===== config.mk =====
export PLATFORM = sky130hd
export DESIGN_NAME = vga_scan_timing_flat
export DESIGN_NICKNAME = d
export VERILOG_FILES = /design/src/rtl/vga_timing_pkg.sv /design/src/rtl/vga_scan_timing_if.sv /design/src/rtl/vga_delay_line.sv /design/src/rtl/vga_scan_timing.sv /design/src/flat_wrapper.sv
export SDC_FILE = /design/constraint.sdc
export NUM_CORES = 1
export LEC_CHECK = 0
export BUFFER_PORTS_ARGS = -buffer_cell sky130_fd_sc_hd__buf_2
export CAP_MARGIN = 20
export CORE_ASPECT_RATIO = 1.1
export CORE_UTILIZATION = 47
export CTS_CLUSTER_SIZE = 30
export DETAILED_ROUTE_END_ITERATION = 8
export GPL_TIMING_DRIVEN = 0
export PLACE_DENSITY_LB_ADDON = 0.2
export SLEW_MARGIN = 30
export SYNTH_ARGS = -nofsm -noshare
export SYNTH_HDL_FRONTEND = slang
export SYNTH_SLANG_ARGS = --single-unit

===== constraint.sdc =====
create_clock -name clk -period 2.1 [get_ports clk]
set_input_delay 0.21 -clock clk [delete_from_list [all_inputs] [get_ports clk]]
set_output_delay 0.21 -clock clk [all_outputs]
set_load 0.01 [all_outputs]

===== src/rtl/vga_timing_pkg.sv =====
// Shared timing constants and types for the VGA scan/sync path (640x480@60 defaults).
// Coordinate width comes from the `CORDW macro (default 10).
`ifndef CORDW
`define CORDW 10
`endif

package vga_timing_pkg;

    localparam int unsigned CordW = `CORDW;

    localparam int unsigned HActive = 640;
    localparam int unsigned HFp     = 16;
    localparam int unsigned HSync   = 96;
    localparam int unsigned HBp     = 48;
    localparam int unsigned VActive = 480;
    localparam int unsigned VFp     = 10;
    localparam int unsigned VSync   = 2;
    localparam int unsigned VBp     = 33;

    localparam int unsigned HTotal = HActive + HFp + HSync + HBp;
    localparam int unsigned VTotal = VActive + VFp + VSync + VBp;

    localparam bit          SyncPolDefault = 1'b0;
    localparam int unsigned PipeLatDefault = 2;

    typedef logic [CordW-1:0] coord_t;

    typedef struct packed {
        logic hs;
        logic vs;
        logic de;
    } sync_t;

    function automatic logic in_window(input coord_t pos, input int unsigned lo,
                                       input int unsigned hi);
        return (32'(pos) >= lo) && (32'(pos) < hi);
    endfunction

endpackage


===== src/rtl/vga_scan_timing_if.sv =====
// Scan coordinates out to the shader, colour back in, and the aligned VGA outputs.
// master = timing generator, slave = shader/display side.
interface vga_scan_timing_if;

    vga_timing_pkg::coord_t pixel_x;
    vga_timing_pkg::coord_t pixel_y;
    logic                   pixel_active;
    logic                   line_start;
    logic                   frame_start;
    logic [7:0]             red_in;
    logic [7:0]             green_in;
    logic [7:0]             blue_in;
    logic [7:0]             vga_r;
    logic [7:0]             vga_g;
    logic [7:0]             vga_b;
    logic                   vga_hs;
    logic                   vga_vs;
    logic                   vga_de;

    modport master (
        output pixel_x, pixel_y, pixel_active, line_start, frame_start,
        input  red_in, green_in, blue_in,
        output vga_r, vga_g, vga_b, vga_hs, vga_vs, vga_de
    );

    modport slave (
        input  pixel_x, pixel_y, pixel_active, line_start, frame_start,
        output red_in, green_in, blue_in,
        input  vga_r, vga_g, vga_b, vga_hs, vga_vs, vga_de
    );

endinterface


===== src/rtl/vga_delay_line.sv =====
// Fixed-depth shift register with a loadable reset value; DEPTH=0 degenerates to a wire.
module vga_delay_line #(
    parameter int unsigned WIDTH = 1,
    parameter int unsigned DEPTH = 1
) (
    input  logic             clk,
    input  logic             rst,
    input  logic [WIDTH-1:0] reset_val_i,
    input  logic [WIDTH-1:0] d_i,
    output logic [WIDTH-1:0] q_o
);

    if (DEPTH == 0) begin : g_wire
        assign q_o = d_i;

        logic unused_ok;
        assign unused_ok = ^{clk, rst, reset_val_i};
    end else begin : g_shift
        logic [WIDTH-1:0] stage_q [DEPTH];

        always_ff @(posedge clk) begin
            if (rst) begin
                for (int i = 0; i < int'(DEPTH); i++) begin
                    stage_q[i] <= reset_val_i;
                end
            end else begin
                stage_q[0] <= d_i;
                for (int i = 1; i < int'(DEPTH); i++) begin
                    stage_q[i] <= stage_q[i-1];
                end
            end
        end

        assign q_o = stage_q[DEPTH-1];
    end

endmodule


===== src/rtl/vga_scan_timing.sv =====
// Raster scan generator with sync/DE delay-matched to a fixed-latency shader pipeline.
// Optional: define VGA_BLANK_RGB_EN to force RGB to zero outside the delayed data-enable.
module vga_scan_timing
    import vga_timing_pkg::*;
#(
    parameter int unsigned H_ACTIVE = HActive,
    parameter int unsigned H_FP     = HFp,
    parameter int unsigned H_SYNC   = HSync,
    parameter int unsigned H_BP     = HBp,
    parameter int unsigned V_ACTIVE = VActive,
    parameter int unsigned V_FP     = VFp,
    parameter int unsigned V_SYNC   = VSync,
    parameter int unsigned V_BP     = VBp,
    parameter bit          SYNC_POL = SyncPolDefault,
    parameter int unsigned PIPE_LAT = PipeLatDefault
) (
    input  logic                 clk,
    input  logic                 rst,
    vga_scan_timing_if.master    vga
);

    localparam int unsigned HTot       = H_ACTIVE + H_FP + H_SYNC + H_BP;
    localparam int unsigned VTot       = V_ACTIVE + V_FP + V_SYNC + V_BP;
    localparam int unsigned HSyncStart = H_ACTIVE + H_FP;
    localparam int unsigned VSyncStart = V_ACTIVE + V_FP;
    localparam sync_t       SyncIdle   = '{hs: ~SYNC_POL, vs: ~SYNC_POL, de: 1'b0};

    coord_t h_cnt_q, h_cnt_d;
    coord_t v_cnt_q, v_cnt_d;
    logic   h_last, v_last;

    sync_t  sync_raw, sync_dly;
    sync_t  sync_q;
    logic [23:0] rgb_d, rgb_q;

    always_comb begin
        h_last  = (32'(h_cnt_q) == HTot - 1);
        v_last  = (32'(v_cnt_q) == VTot - 1);
        h_cnt_d = h_last ? '0 : h_cnt_q + 1'b1;
        v_cnt_d = v_cnt_q;
        if (h_last) begin
            v_cnt_d = v_last ? '0 : v_cnt_q + 1'b1;
        end
    end

    always_ff @(posedge clk) begin
        if (rst) begin
            h_cnt_q <= '0;
            v_cnt_q <= '0;
        end else begin
            h_cnt_q <= h_cnt_d;
            v_cnt_q <= v_cnt_d;
        end
    end

    always_comb begin
        sync_raw.hs = in_window(h_cnt_q, HSyncStart, HSyncStart + H_SYNC) ? SYNC_POL : ~SYNC_POL;
        sync_raw.vs = in_window(v_cnt_q, VSyncStart, VSyncStart + V_SYNC) ? SYNC_POL : ~SYNC_POL;
        sync_raw.de = (32'(h_cnt_q) < H_ACTIVE) && (32'(v_cnt_q) < V_ACTIVE);
    end

    // Sync/DE wait out the shader latency so they meet the matching colour at the output reg.
    vga_delay_line #(
        .WIDTH ($bits(sync_t)),
        .DEPTH (PIPE_LAT)
    ) u_sync_dly (
        .clk         (clk),
        .rst         (rst),
        .reset_val_i (SyncIdle),
        .d_i         (sync_raw),
        .q_o         (sync_dly)
    );

    always_comb begin
        rgb_d = {vga.red_in, vga.green_in, vga.blue_in};
`ifdef VGA_BLANK_RGB_EN
        if (!sync_dly.de) begin
            rgb_d = '0;
        end
`else
`endif
    end

    always_ff @(posedge clk) begin
        if (rst) begin
            rgb_q  <= '0;
            sync_q <= SyncIdle;
        end else begin
            rgb_q  <= rgb_d;
            sync_q <= sync_dly;
        end
    end

    always_comb begin
        vga.pixel_x      = h_cnt_q;
        vga.pixel_y      = v_cnt_q;
        vga.pixel_active = sync_raw.de;
        vga.line_start   = (h_cnt_q == '0);
        vga.frame_start  = (h_cnt_q == '0) && (v_cnt_q == '0);
        vga.vga_r        = rgb_q[23:16];
        vga.vga_g        = rgb_q[15:8];
        vga.vga_b        = rgb_q[7:0];
        vga.vga_hs       = sync_q.hs;
        vga.vga_vs       = sync_q.vs;
        vga.vga_de       = sync_q.de;
    end

endmodule

===== src/flat_wrapper.sv =====
// flat-port wrapper written by rule: the top's interface ports become plain ports
module vga_scan_timing_flat import vga_timing_pkg::*;
#(
    parameter int unsigned H_ACTIVE = HActive,
    parameter int unsigned H_FP     = HFp,
    parameter int unsigned H_SYNC   = HSync,
    parameter int unsigned H_BP     = HBp,
    parameter int unsigned V_ACTIVE = VActive,
    parameter int unsigned V_FP     = VFp,
    parameter int unsigned V_SYNC   = VSync,
    parameter int unsigned V_BP     = VBp,
    parameter bit          SYNC_POL = SyncPolDefault,
    parameter int unsigned PIPE_LAT = PipeLatDefault
)
  (clk, rst, vga_pixel_x, vga_pixel_y, vga_pixel_active, vga_line_start, vga_frame_start, vga_red_in, vga_green_in, vga_blue_in, vga_vga_r, vga_vga_g, vga_vga_b, vga_vga_hs, vga_vga_vs, vga_vga_de);
  vga_scan_timing_if vga_i ();
  input  logic clk;
  input  logic rst;
  output wire logic [$bits(vga_i.pixel_x)-1:0] vga_pixel_x;
  output wire logic [$bits(vga_i.pixel_y)-1:0] vga_pixel_y;
  output wire logic [$bits(vga_i.pixel_active)-1:0] vga_pixel_active;
  output wire logic [$bits(vga_i.line_start)-1:0] vga_line_start;
  output wire logic [$bits(vga_i.frame_start)-1:0] vga_frame_start;
  input wire logic [$bits(vga_i.red_in)-1:0] vga_red_in;
  input wire logic [$bits(vga_i.green_in)-1:0] vga_green_in;
  input wire logic [$bits(vga_i.blue_in)-1:0] vga_blue_in;
  output wire logic [$bits(vga_i.vga_r)-1:0] vga_vga_r;
  output wire logic [$bits(vga_i.vga_g)-1:0] vga_vga_g;
  output wire logic [$bits(vga_i.vga_b)-1:0] vga_vga_b;
  output wire logic [$bits(vga_i.vga_hs)-1:0] vga_vga_hs;
  output wire logic [$bits(vga_i.vga_vs)-1:0] vga_vga_vs;
  output wire logic [$bits(vga_i.vga_de)-1:0] vga_vga_de;
  assign vga_pixel_x = vga_i.pixel_x;
  assign vga_pixel_y = vga_i.pixel_y;
  assign vga_pixel_active = vga_i.pixel_active;
  assign vga_line_start = vga_i.line_start;
  assign vga_frame_start = vga_i.frame_start;
  assign vga_i.red_in = vga_red_in;
  assign vga_i.green_in = vga_green_in;
  assign vga_i.blue_in = vga_blue_in;
  assign vga_vga_r = vga_i.vga_r;
  assign vga_vga_g = vga_i.vga_g;
  assign vga_vga_b = vga_i.vga_b;
  assign vga_vga_hs = vga_i.vga_hs;
  assign vga_vga_vs = vga_i.vga_vs;
  assign vga_vga_de = vga_i.vga_de;
  vga_scan_timing #(.H_ACTIVE(H_ACTIVE), .H_FP(H_FP), .H_SYNC(H_SYNC), .H_BP(H_BP), .V_ACTIVE(V_ACTIVE), .V_FP(V_FP), .V_SYNC(V_SYNC), .V_BP(V_BP), .SYNC_POL(SYNC_POL), .PIPE_LAT(PIPE_LAT)) u_core (.clk(clk), .rst(rst), .vga(vga_i));
endmodule

---- Yosys cells after proc, flatten, opt, wreduce, memory -nomap -nowiden ----
Memories as Yosys holds them, arrays and structs flattened. A register that Yosys moved wholly into a read port is not among the register bits.
Cells that the tools add are included.
word-level totals
  bits in registers ....................... 44
  memory bits (writable) .................. 6
  input bits .............................. 26
  output and inout port bits .............. 50
  word-level logic and storage cells ...... 31
  memories ................................ 1
cells by class
  add/subtract/negate cells ............... 2
  order comparisons ....................... 6
  equality and inequality tests ........... 2
  multiplexer cells ....................... 8
  bitwise operators ....................... 2
  reductions and logical operators ........ 7
memory list
  memory                             words  bits a word  read ports  clocked after memory_dff  wr ports  line                  text
  u_core.u_sync_dly.g_shift.stage_q  2      3            2           1                         2         vga_delay_line.sv:19  logic [WIDTH-1:0] stage_q [DEPTH];
operators with widths
  cell                     count
  $add A10 B1 Y10 const B  2
  $eq A10 B10 Y1 const B   2
  $logic_not A10 Y1        2
  $lt A10 B10 Y1 const B   2
  $lt A10 B9 Y1 const B    2
  $ge A10 B10 Y1 const B   1
  $ge A10 B9 Y1 const B    1
  $mux W10                 1
  $mux W3                  2
  $mux W1                  5
  $logic_and A1 B1 Y1      4
  $or A1 B1 Y1             2
  $reduce_or A2 Y1         1

---- Logic depth before layout (Yosys ltp) ----
  depth after elaboration ................. 4
  mapped depth ............................ 7
  gate-level depth less buffers ........... 6

---- Cells and area by module ----
From an unflattened synthesis, not the netlist that was laid out.
unflattened totals
  cell total of the unflattened synthesis .. 202
  area, all modules ....................... 2058.2 um2
by module, submodules not included
  module           times used  cells each  area an instance (um2)  seq. area each (um2)
  vga_scan_timing  1           186         1814.2                  940.9
  vga_delay_line   1           16          244.0                   120.1

---- Worst setup path before layout ----
Ideal clock, no wire load.
  kind .................................... flip-flop to flip-flop
  start ................................... register u_core.h_cnt_q[5], in the netlist u_core.vga.pixel_x[5]
  end ..................................... register u_core.v_cnt_q[7], in the netlist u_core.vga.pixel_y[7]
  library setup time ...................... 0.070 ns
  arrival time ............................ 1.944 ns
  required time ........................... 2.030 ns
  setup slack ............................. 0.086 ns
  cell stages (with the launch flop) ...... 7
  path buffers ............................ 2
  clock period less this slack ............ 2.014 ns
  cells stage by stage .................... dfxtp_1 buf_6 or3b_1 buf_2 or4_4 or3_1 a21oi_1
between the ends
  longest elaborated chain between the ends .. 1
RTL lines
  item                    line                   text
  start, declared         vga_scan_timing.sv:28  coord_t h_cnt_q, h_cnt_d;
  start signal, assigned  vga_scan_timing.sv:51  h_cnt_q <= h_cnt_d;
  $eq A10 B10 Y1          vga_scan_timing.sv:37  h_last = (32'(h_cnt_q) == HTot - 1);
  end signal, assigned    vga_scan_timing.sv:52  v_cnt_q <= v_cnt_d;
  end, declared           vga_scan_timing.sv:29  coord_t v_cnt_q, v_cnt_d;
No other way between the ends.
A chain may end at the register's enable or synchronous reset.

---- Final worst setup path ----
  start ................................... register u_core.h_cnt_q[5], in the netlist u_core.vga.pixel_x[5]
  end ..................................... register u_core.v_cnt_q[9], in the netlist u_core.vga.pixel_y[9]
The elaborated chain is that of the path after synthesis.

==> flow_summary.yaml <==
floorplan:
  start_util: 0.494
  dieArea_um2: 4430
  num_rows: 24
  die_w_um: 63.5
  fp.dieH_um: 69.7
  io_pins: 76
  core_area_um2: 3960
detailed_routing:
  first_pass_iters: 4
  postRouteAntennaNets: 0
  wl_per_cell_um: 11.5
  routed_wl_um: 3920
  drt_iter0_drc: 54
  vias: 1633
  drc_errors: 0
  viasPerCell: 4.79
critical_path:
  cp_top_family: "simple AND/OR/NAND/NOR gates"
  path_max_fanout: 9
  cp_cell_sequence: "buf_6 -> or3b_1 -> buf_2 -> or4_4 -> or3_4 -> a21oi_2"
  critical_path_buf_inv_count: 2
  crit_required_ns: 2.35
  rr_startpoint: "u_core.vga.pixel_x[5]"
  crit_type: "reg -> reg"
  cp_data_arrival_time_ns: 2.26
  crit_start: "u_core.vga.pixel_x[5]"
  critPathSlowestCell: "or4_4"
  cp-end-kind: "register"
  cp_slowest_stage_delay_ns: 0.47
  worstSetupStartpointType: "register"
synthesis:
  yosys.area_share.adder: 0.0256
  synth_top_family_by_area: "simple AND/OR/NAND/NOR gates"
  synth_most_common_cell: "dfxtp_1"
  synth.top_cell.area_share: 0.542
  syn_area_per_cell_um2: 9.60
  synth_area_leaders: "dfxtp_1, nor2b_1, xnor2_1, nor2_1, ha_1"
  netlist_area_um2: 1960
  synth_warnings: 0
  synth_nets: 234
  muxShareOfSynthArea: 0.00511
  ys_seq_elements: 53
  synth_compound_area_frac: 0.0307
  synthXorXnorAreaFrac: 0.0537
  synth_enable_flop_cells: 0
  synth.distinct_cells: 31
  syn_inst: 204
  synth_commonest_cells: "dfxtp_1, nor2b_1, nor2_1"
  yosysTopAreaCell: "dfxtp_1"
  seq_area_frac_synth: 0.542
  synth_simple_gate_area_frac: 0.302
  async_reset_ff_frac: 0
  yosys_most_used_dff: "dfxtp_1"
timing:
  relSlewSlack: 0.637
  fmax_mhz: 496
  setup_slack_ns: 0.0839
  finalSetupTns_ns: 0
  tightest_slew_ns: 0.539
  finalCriticalPeriod_ns: 2.02
  maxSlewViolCount: 0
  final.period_utilization: 0.960
  finalHoldViolCount: 0
  setup-violations-final: 0
  fin_skew_ns: 0.00433
power_and_ir_drop:
  ir_drop_mv: 0.422
  clock_power_share: 0.335
  p_seq_frac: 0.590
  switching_share: 0.243
  p_int_mw: 1.34
  switching_power_mw: 0.431
  power.density_nw_per_um2: 702
  comb_power_share: 0.075
  p_leak_nw: 1.09
final_layout:
  syn2layout_area_growth_pct: 29.1
  final_cells: 341
  antenna-diode-count: 0
  nets: 318
  final_layout_size_suffix_gt1_frac: 0.346
global_route:
  grtUsageTotal: 0.186
  antenna_found_initial: 0
  grt_pass1_vias: 1464
  grt_pass1_wl_um: 6590
  grt_max_degree: 19
  gr-total-overflow: 0
clocking:
  cts-hold-fix-buffers: 0
  cts-root-buf: "clkbuf_8"
  clk_latency_ns: 0.31
  htreeDepth: 2
  cts-buffers-inserted: 5
  cts.clk_slew.worst_paths_ns: 0.10
  cts_tree: "yes"
  clk_path_buf_depth: 2
  cts.sinks: 53
outcome:
  status: "complete, no violations"
worst_hold_path:
  min_from: "vga_red_in[0]"
  hold_class: "in -> reg"
place:
  dpl.hpwl_um: 2810
  dp_cells: 331
  gp_congestion: 0.803
  io_buffers: 75
  dp_slack_ns: -0.0610
job:
  drv_cap: 0
==> cells by family after synthesis <==
| family | Yosys count |
|---|---|
| AOI/OAI and AO/OA | 10 |
| xor gates and xnor gates | 12 |
| adders and majority gates | 4 |
| buffers and inverters | 19 |
| DFF | 53 |
| muxes | 1 |
| and+or+nand+nor | 105 |
==> worst register-to-register path, cell delays in order (launching register included) <==
cell	delay, ns
dfxtp_1	0.33
buf_6	0.13
or3b_1	0.36
buf_2	0.17
or4_4	0.47
or3_4	0.35
a21oi_2	0.14
==> power groups by stage <==
stage | Clock [mW] | Combinational (mW) | Sequential, mW
floorplan | 0 | 0.0513 | 1.09
global placement | 0 | 0.134 | 1.07
detailed placement | 0 | 0.135 | 1.07
CTS | 0.614 | 0.136 | 1.05
global route | 0.650 | 0.147 | 1.05
finish | 0.596 | 0.133 | 1.05
==> layer usage <==
metal / GRT usage / routed length, um / up-vias
li1: - / - / 846
met1: 0.229 / 1790 / 723
met2: 0.319 / 1840 / 59
met3: 0.0428 / 251 / 5
met4: 0.0530 / 44 / 0
met5: 0 / 0 / -
==> through the flow <==
step / utilization / hold WS (ns) / cell area, um2 / total power, mW
6_report: 0.638 / 0.101 / 2530 / 1.78
5_1_grt: 0.638 / 0.0956 / 2530 / 1.85
4_1_cts: 0.634 / 0.0926 / 2510 / 1.80
3_5_place_dp: 0.605 / 0.393 / 2400 / 1.21
3_3_place_gp: 0.605 / 0.392 / 2400 / 1.20
2_1_floorplan: - / 0.338 / 1960 / 1.14
==> path summary, 6_finish.rpt <==
path | endpoint | slack (ns) | cells after the start
setup / recovery | u_core.vga.pixel_y[9] | 0.08 | 6
hold / removal | u_core.rgb_q[16] | 0.10 | 2
setup reg to reg | u_core.vga.pixel_y[9] | 0.08 | 6
hold reg to reg | u_core.u_sync_dly.g_shift.stage_q[1][1] | 0.42 | 1
==> registers in the layout (all words and copies together), names as in the netlist <==
name and cells:
u_core.vga.vga_vs 1, u_core.vga.pixel_x 10, u_core.vga.vga_hs 1, u_core.vga.vga_de 1, u_core.vga.pixel_y 10, u_core.u_sync_dly.g_shift.stage_q 6, u_core.rgb_q 24
==> cells in the final DEF, fill, tap and decap left out, drive strengths merged <==
master / count
a21oi: 4
nor4: 7
nand3: 9
and3: 2
ha: 4
buf: 81
nand4: 7
clkbuf: 13
nor2b: 28
and2: 1
or2: 7
nor3: 6
and4: 3
a211oi: 1
nand2b: 2
or4: 1
or3: 2
nor2: 20
clkinvlp: 2
nand4b: 2
xor2: 3
inv: 8
a41o: 1
o31ai: 1
or3b: 1
nand2: 7
dfxtp: 53
o21ai: 3
xnor2: 9
mux2i: 1
==> area by class of cell <==
class                   instances  area, um2
fillers                       353       1440
flip-flops and latches         53       1060
multi-input cells             132        830
repair buffers                 78        398
clock buffers                   5       68.8
well taps                      52       65.1
plain buffers                  11       51.3
clock inverters                 3       26.3
inverters                       7       26.3
==> what timing repair did <==
action / CTS / global route
buffers inserted: 2 / 1
endpoints found under the hold margin: 0 / 0
pin swaps: 1 / 0
gates resized for setup: 1 / 3
endpoints found under the setup margin: 13 / 8
Power figures use the tool's default switching activity.
